`src/rtl/sample_fifo_writer_pkg.sv`:
```
// -----------------------------------------------------------------------------
// sample_fifo_writer_pkg
//   Definitions shared by the sample FIFO write controller and the readout
//   FIFO FSM: FSM state encoding, ADC frame geometry and sample-index width.
// -----------------------------------------------------------------------------
package sample_fifo_writer_pkg;

    // ADC frame geometry: one word per channel, channels 0..NCHAN-1.
    localparam int NCHAN  = 16;
    localparam int CHAN_W = 4;
    localparam int SAMP_W = 7;

    localparam logic [CHAN_W-1:0] FIRST_CHAN = '0;
    localparam logic [CHAN_W-1:0] LAST_CHAN  = CHAN_W'(NCHAN - 1);

    // Write-side capture states.
    typedef enum logic [1:0] {
        ST_IDLE  = 2'b00,
        ST_ALIGN = 2'b01,
        ST_WRITE = 2'b10
    } state_t;

endpackage

```
`src/rtl/sample_fifo_writer_pend.sv`:
```
// -----------------------------------------------------------------------------
// pend_counter
//   Saturating up/down counter of complete events awaiting readout.
//   An increment and a decrement in the same cycle cancel; a decrement at
//   zero is ignored; increments stop at 2^PEND_W-1.
//
// Ports:
//   CLK   in   system clock
//   RST   in   synchronous, active-high reset
//   INC   in   one event completed this cycle
//   DEC   in   readout finished one event this cycle
//   PEND  out  complete events awaiting readout (registered)
//   RDY   out  PEND != 0 (registered, tracks PEND)
// -----------------------------------------------------------------------------
module pend_counter #(
    parameter int PEND_W = 3
) (
    input  logic              CLK,
    input  logic              RST,
    input  logic              INC,
    input  logic              DEC,
    output logic [PEND_W-1:0] PEND,
    output logic              RDY
);

    localparam logic [PEND_W-1:0] PEND_MAX = '1;

    logic [PEND_W-1:0] pend_next;

    always_comb begin
        // NOTE: default assignment first so every path assigns pend_next and no latch is inferred.
        pend_next = PEND;
        if (INC && !DEC) begin
            if (PEND != PEND_MAX) pend_next = PEND + 1'b1;
        end else if (DEC && !INC) begin
            if (PEND != '0) pend_next = PEND - 1'b1;
        end
    end

    // RDY is derived from the next count so both outputs change on the same edge.
    always_ff @(posedge CLK) begin
        // NOTE: only a handful of flops here, so every register gets an explicit reset value.
        if (RST) begin
            PEND <= '0;
            RDY  <= 1'b0;
        end else begin
            // NOTE: non-blocking assignments for all clocked state so readers see pre-edge values.
            PEND <= pend_next;
            RDY  <= (pend_next != '0);
        end
    end

endmodule

```
`src/rtl/sample_fifo_writer.sv`:
```
// -----------------------------------------------------------------------------
// sample_fifo_writer
//   Write-side controller for the per-channel sample readout FIFOs. On an
//   accepted trigger it waits for channel 0 of the ADC frame, then issues one
//   FIFO write per ADC word for SAMP_MAX+1 complete frames. Completed events
//   are counted for the readout FIFO FSM, which returns RD_DONE per event.
//
// Ports:
//   CLK        in   system clock
//   RST        in   synchronous, active-high reset
//   JTAG_MODE  in   JTAG readout owns the FIFOs; blocks and aborts capture
//   TRIG       in   single-cycle trigger pulse
//   SAMP_MAX   in   last sample index of an event
//   ADC_VALID  in   one channel word valid this cycle
//   ADC_CHAN   in   channel index of the current ADC word
//   FIFO_FULL  in   any target FIFO full
//   RD_DONE    in   pulse: readout finished one event
//   WREN       out  FIFO write enable, one cycle after the accepted ADC word
//   WR_SAMP    out  sample index of the write shown on WREN
//   BUSY       out  capture in progress (Align or Write)
//   RDY        out  at least one complete event awaits readout
//   PEND       out  complete events awaiting readout
//   OVFL       out  sticky: a write was lost to FIFO_FULL
// -----------------------------------------------------------------------------
module sample_fifo_writer #(
    parameter int NCHAN  = 16,
    parameter int PEND_W = 3
) (
    input  logic              CLK,
    input  logic              RST,
    input  logic              JTAG_MODE,
    input  logic              TRIG,
    input  logic [6:0]        SAMP_MAX,
    input  logic              ADC_VALID,
    input  logic [3:0]        ADC_CHAN,
    input  logic              FIFO_FULL,
    input  logic              RD_DONE,
    output logic              WREN,
    output logic [6:0]        WR_SAMP,
    output logic              BUSY,
    output logic              RDY,
    output logic [PEND_W-1:0] PEND,
    output logic              OVFL
);

    import sample_fifo_writer_pkg::*;

    localparam logic [CHAN_W-1:0] LAST_CH     = CHAN_W'(NCHAN - 1);
    localparam logic [PEND_W-1:0] PEND_MAX    = '1;
    localparam logic [PEND_W-1:0] PEND_ALMOST = PEND_MAX - 1'b1;

    state_t            state;
    logic [SAMP_W-1:0] samp_max_q;   // event length frozen at trigger time
    logic [SAMP_W-1:0] samp_cnt;     // sample index of the frame being received
    logic              done_q;       // event completed, one-cycle pulse
    logic              trig_block;

    // The completion pulse reaches PEND one cycle late; refuse a trigger in
    // that gap too so a full counter can never lose a finished event.
    assign trig_block = (PEND == PEND_MAX) || (done_q && (PEND == PEND_ALMOST));

    always_ff @(posedge CLK) begin
        if (RST) begin
            state      <= ST_IDLE;
            samp_max_q <= '0;
            samp_cnt   <= '0;
            WR_SAMP    <= '0;
            WREN       <= 1'b0;
            BUSY       <= 1'b0;
            OVFL       <= 1'b0;
            done_q     <= 1'b0;
        end else begin
            WREN   <= 1'b0;
            done_q <= 1'b0;

            case (state)
                ST_IDLE: begin
                    if (TRIG && !JTAG_MODE && !trig_block) begin
                        state      <= ST_ALIGN;
                        BUSY       <= 1'b1;
                        samp_max_q <= SAMP_MAX;
                        samp_cnt   <= '0;
                        WR_SAMP    <= '0;
                    end
                end

                ST_ALIGN: begin
                    if (JTAG_MODE) begin
                        state <= ST_IDLE;
                        BUSY  <= 1'b0;
                    end else if (ADC_VALID && (ADC_CHAN == FIRST_CHAN)) begin
                        if (FIFO_FULL) begin
                            state <= ST_IDLE;
                            BUSY  <= 1'b0;
                            OVFL  <= 1'b1;
                        end else begin
                            // Channel 0 of the first frame is the first write.
                            state   <= ST_WRITE;
                            WREN    <= 1'b1;
                            WR_SAMP <= samp_cnt;
                        end
                    end
                end

                ST_WRITE: begin
                    if (JTAG_MODE) begin
                        state <= ST_IDLE;
                        BUSY  <= 1'b0;
                    end else if (ADC_VALID) begin
                        if (FIFO_FULL) begin
                            state <= ST_IDLE;
                            BUSY  <= 1'b0;
                            OVFL  <= 1'b1;
                        end else begin
                            // WR_SAMP carries the index of this word, so it
                            // lines up with WREN on the next cycle.
                            WREN    <= 1'b1;
                            WR_SAMP <= samp_cnt;
                            if (ADC_CHAN == LAST_CH) begin
                                if (samp_cnt == samp_max_q) begin
                                    state  <= ST_IDLE;
                                    BUSY   <= 1'b0;
                                    done_q <= 1'b1;
                                end else begin
                                    samp_cnt <= samp_cnt + 1'b1;
                                end
                            end
                        end
                    end
                end

                default: begin
                    state <= ST_IDLE;
                    BUSY  <= 1'b0;
                end
            endcase
        end
    end

    pend_counter #(
        .PEND_W (PEND_W)
    ) u_pend (
        .CLK  (CLK),
        .RST  (RST),
        .INC  (done_q),
        .DEC  (RD_DONE),
        .PEND (PEND),
        .RDY  (RDY)
    );

endmodule

```
`config.mk`:
```
export PLATFORM = sky130hd
export DESIGN_NAME = sample_fifo_writer
export DESIGN_NICKNAME = d
export VERILOG_FILES = /design/src/rtl/sample_fifo_writer_pkg.sv /design/src/rtl/sample_fifo_writer_pend.sv /design/src/rtl/sample_fifo_writer.sv
export SDC_FILE = /design/constraint.sdc
export NUM_CORES = 1
export LEC_CHECK = 0
export BUFFER_PORTS_ARGS = -buffer_cell sky130_fd_sc_hd__buf_2
export CAP_MARGIN = 20
export CELL_PAD_IN_SITES_DETAIL_PLACEMENT = 1
export CELL_PAD_IN_SITES_GLOBAL_PLACEMENT = 2
export CORE_UTILIZATION = 29
export DETAILED_ROUTE_END_ITERATION = 16
export PLACE_DENSITY = 0.73
export SYNTH_ARGS = -nofsm -noshare
export SYNTH_HDL_FRONTEND = slang
export SYNTH_SLANG_ARGS = --single-unit
```
`constraint.sdc`:
```
create_clock -name CLK -period 2.3 [get_ports CLK]
set_input_delay 0.46 -clock CLK [delete_from_list [all_inputs] [get_ports CLK]]
set_output_delay 0.46 -clock CLK [all_outputs]
set_load 0.005 [all_outputs]
```
==> impl_results.md <==
- Combinational Power Share: 0.343
- Final instance area: 2050 sq um
- Rows: 27
- Vias in the first global route: 1467
- CTS sink count: 31
- Number of gates resized after CTS: 0
- Initial Util: 0.302
- Routed vias: 1487
- # setup viols final: 0
- Ys flop type: dfxtp_1
- Die footprint: 6080 sq um
- Top sig layer: met4
- H-tree depth: 2
- Syn nets: 224
- Total CTS buffers: 5
- Yosys warns: 0
- Antenna Nets Post-Route: 0
- Reg-to-Reg End: WR_SAMP[3]
- Worst R2R Start: u_pend.PEND[0]
- Synthesized area per cell: 8.49 sq um
- Hold Startpoint: SAMP_MAX[4]
- Crit path time final: 2.15 ns
- CTS tree: built
- DR pass1 iterations: 4
- MaxCap Viol Count: 0
- Mapped cell area: 1670 sq um
- Sum Neg Setup Slack: 0 ns
- Switching Power: 0.617 mW
- Crit path required time: 2.52 ns
- CP Data Arrival Time: 2.37 ns
- Clk Latency, worst-skew pair: 0.29 ns
- Gr usage total: 0.147
- Final period util: 0.934
- Die X: 78.0 um
- Initial antenna violation count: 0
- Pre-CTS setup slack: 0.120 ns
- Maximum number of pins on one net before global-route repair: 22
- DRC viols: 0
- Status: finished, final reports clean
- P_int: 1.22 mW
- Pwr Density: 897 nW/um^2
- Core Util, Final: 0.370
- Core area: 5540 sq um
- Reg power frac: 0.351
- Layout cells sized above 1: 0.247
- Dpl cell area: 1930 sq um
- Length of routed met2 wiring: 1880 um
- DIE HEIGHT: 78.0 um
- Antenna Cells: 0
- DP Wirelength: 3100 um
- Crit path from: u_pend.PEND[0]
- Leakage power: 0.921 nW
- Worst Hold Class: primary input to flop
- I/O Pins: 32
- CP Capture Type: flop
- Post-synth EDFFs: 0
- Hold Vio Cnt, Final: 0
- 1st-iter DRT viols: 62
- CP max FO: 14
- Async set-reset flop share out of synthesis: 0
- Power consumption: 1.84 mW
- Vias/cell: 4.84
- Max-slew violations: 0
- Max Root-Sink Buffers: 2
- Clock power share: 0.306
- Gp weighted congestion: 0.724
- Worst Reg2Reg Path Length in Cells: 7
- Global-route wire length before repair: 6980 um
- Final Routed Wirelength: 4070 um
- RSZ-0062 raised after global routing: false
- Post-CTS Setup Repair Bufs: 0
- Setup slack after layout: 0.151 ns
- Mapped Cells: 197
- Post-CTS Hold Fix Bufs: 0
- Post-synth cell types: 43
- Input/output buffers: 31
- Worst-path clk slew: 0.07 ns
- Maximum vdd drop: 0.430 mV
- Worst setup SP type: flop
- WL met1: 1960 um
- Worst rel slew slack: 0.726
- Critical path type: flop to flop
- Global route total overflow: 0
- Yosys reg bits: 31
- Switching Share: 0.336
- R2r setup slk: 0.15 ns
- Met3 Wirelength: 181 um
- Hold EP: samp_max_q[4]
- Wirelength per Cell: 13.3 um
- Seq/Total Area, Yosys: 0.371
- Post-layout nets: 261
- Layout Area Growth over Synthesis: 22.4%
- Hold-critical path depth: 3
- Worst Tran Pin Value: 0.412 ns
- Max Clk Rate: 465 MHz
- Fin Clk Skew: 0.0150 ns
- Root buf cell: clkbuf_8
## flip-flops by register name (all words and copies together) (netlist names)
| name | cells |
|---|---|
| u_pend.PEND | 3 |
| samp_max_q | 7 |
| WREN | 1 |
| state | 2 |
| WR_SAMP | 7 |
| OVFL | 1 |
| done_q | 1 |
| u_pend.RDY | 1 |
| samp_cnt | 7 |
| BUSY | 1 |
## synthesized netlist by cell type (2+ instances only)
cell,n,area share
a41oi_1,2,0.010
inv_1,9,0.020
nand3_1,6,0.018
nand2b_1,7,0.026
or3_1,3,0.011
a21oi_1,13,0.039
clkbuf_1,6,0.013
ha_1,9,0.067
nor2b_1,3,0.011
a31o_2,3,0.016
mux2i_1,9,0.054
xor2_1,7,0.037
nand2_1,29,0.065
or2_0,4,0.015
or2_2,4,0.015
nor4_1,3,0.011
dfxtp_1,31,0.37
a31oi_1,2,0.0075
o21ai_0,6,0.018
and2_1,2,0.0075
a211o_1,3,0.016
nor2_1,15,0.034
## cells by family (layout without fill, tap and decap cells)
| logic type | count (synthesis) | after routing | synth area share |
|---|---|---|---|
| simple gates | 84 | 84 | 0.261 |
| compound gates | 39 | 39 | 0.158 |
| flops | 31 | 31 | 0.371 |
| buf+inv | 16 | 54 | 0.0404 |
| mux | 10 | 10 | 0.0606 |
| fa+ha+maj | 9 | 9 | 0.0673 |
| xor+xnor | 8 | 8 | 0.0419 |
## power groups by stage
stage | clock [mW] | sequential, mW | combinational (mW)
after floorplan | 0 | 0.651 | 0.467
after global placement | 0 | 0.654 | 0.628
after detailed placement | 0 | 0.658 | 0.639
after CTS | 0.580 | 0.645 | 0.643
after global routing | 0.606 | 0.652 | 0.717
final | 0.562 | 0.644 | 0.631
## final cells by class
cell class	count	area (sq um)
fillers	687	3490
repair buffers	37	200
well taps	72	90.1
inverters	9	33.8
flip-flops and latches	31	621
clock buffers	6	82.6
multi-input cells	150	986
clock inverters	2	35.0
## metrics by stage
step | std cells | hold WS, ns
6_report | 307 | 0.413
4_1_cts | 307 | 0.409
5_1_grt | 307 | 0.419
3_5_place_dp | 299 | 0.446
2_1_floorplan | 197 | 0.448
3_3_place_gp | 299 | 0.440
## worst max path at each step
stage	cells after the start	endpoint
5_1_grt	7	WR_SAMP[3]
6_report	7	WR_SAMP[3]
3_3_place_gp	7	WR_SAMP[2]
2_1_floorplan	8	WR_SAMP[4]
3_5_place_dp	7	WR_SAMP[3]
4_1_cts	7	WR_SAMP[3]
## cells in the final DEF, fill, tap and decap left out, types with 4 or more instances in the layout
master and instances:
xor2_1 7, or2_0 4, o21ai_0 6, nand2_1 29
or2_2 4, buf_2 31, clkbuf_8 6, ha_1 9
nor2_1 15, buf_4 6, nand3_1 6, a21oi_1 13
mux2i_1 9, inv_1 9, nand2b_1 7, dfxtp_1 31
## critical path, stage by stage (launching register included)
cell	delay, ns
dfxtp_1	0.39
inv_1	0.10
ha_1	0.19
and3_1	0.18
o31a_1	0.37
a211o_2	0.40
or2_2	0.32
a21oi_1	0.13
## metal layers
metal | track usage | vias to the layer above
met3 | 0.0318 | 7
met1 | 0.195 | 689
met4 | 0.0444 | 0
met2 | 0.237 | 32
met5 | 0 | -
li1 | - | 759
Note: power is estimated with default switching activity, not from simulation.
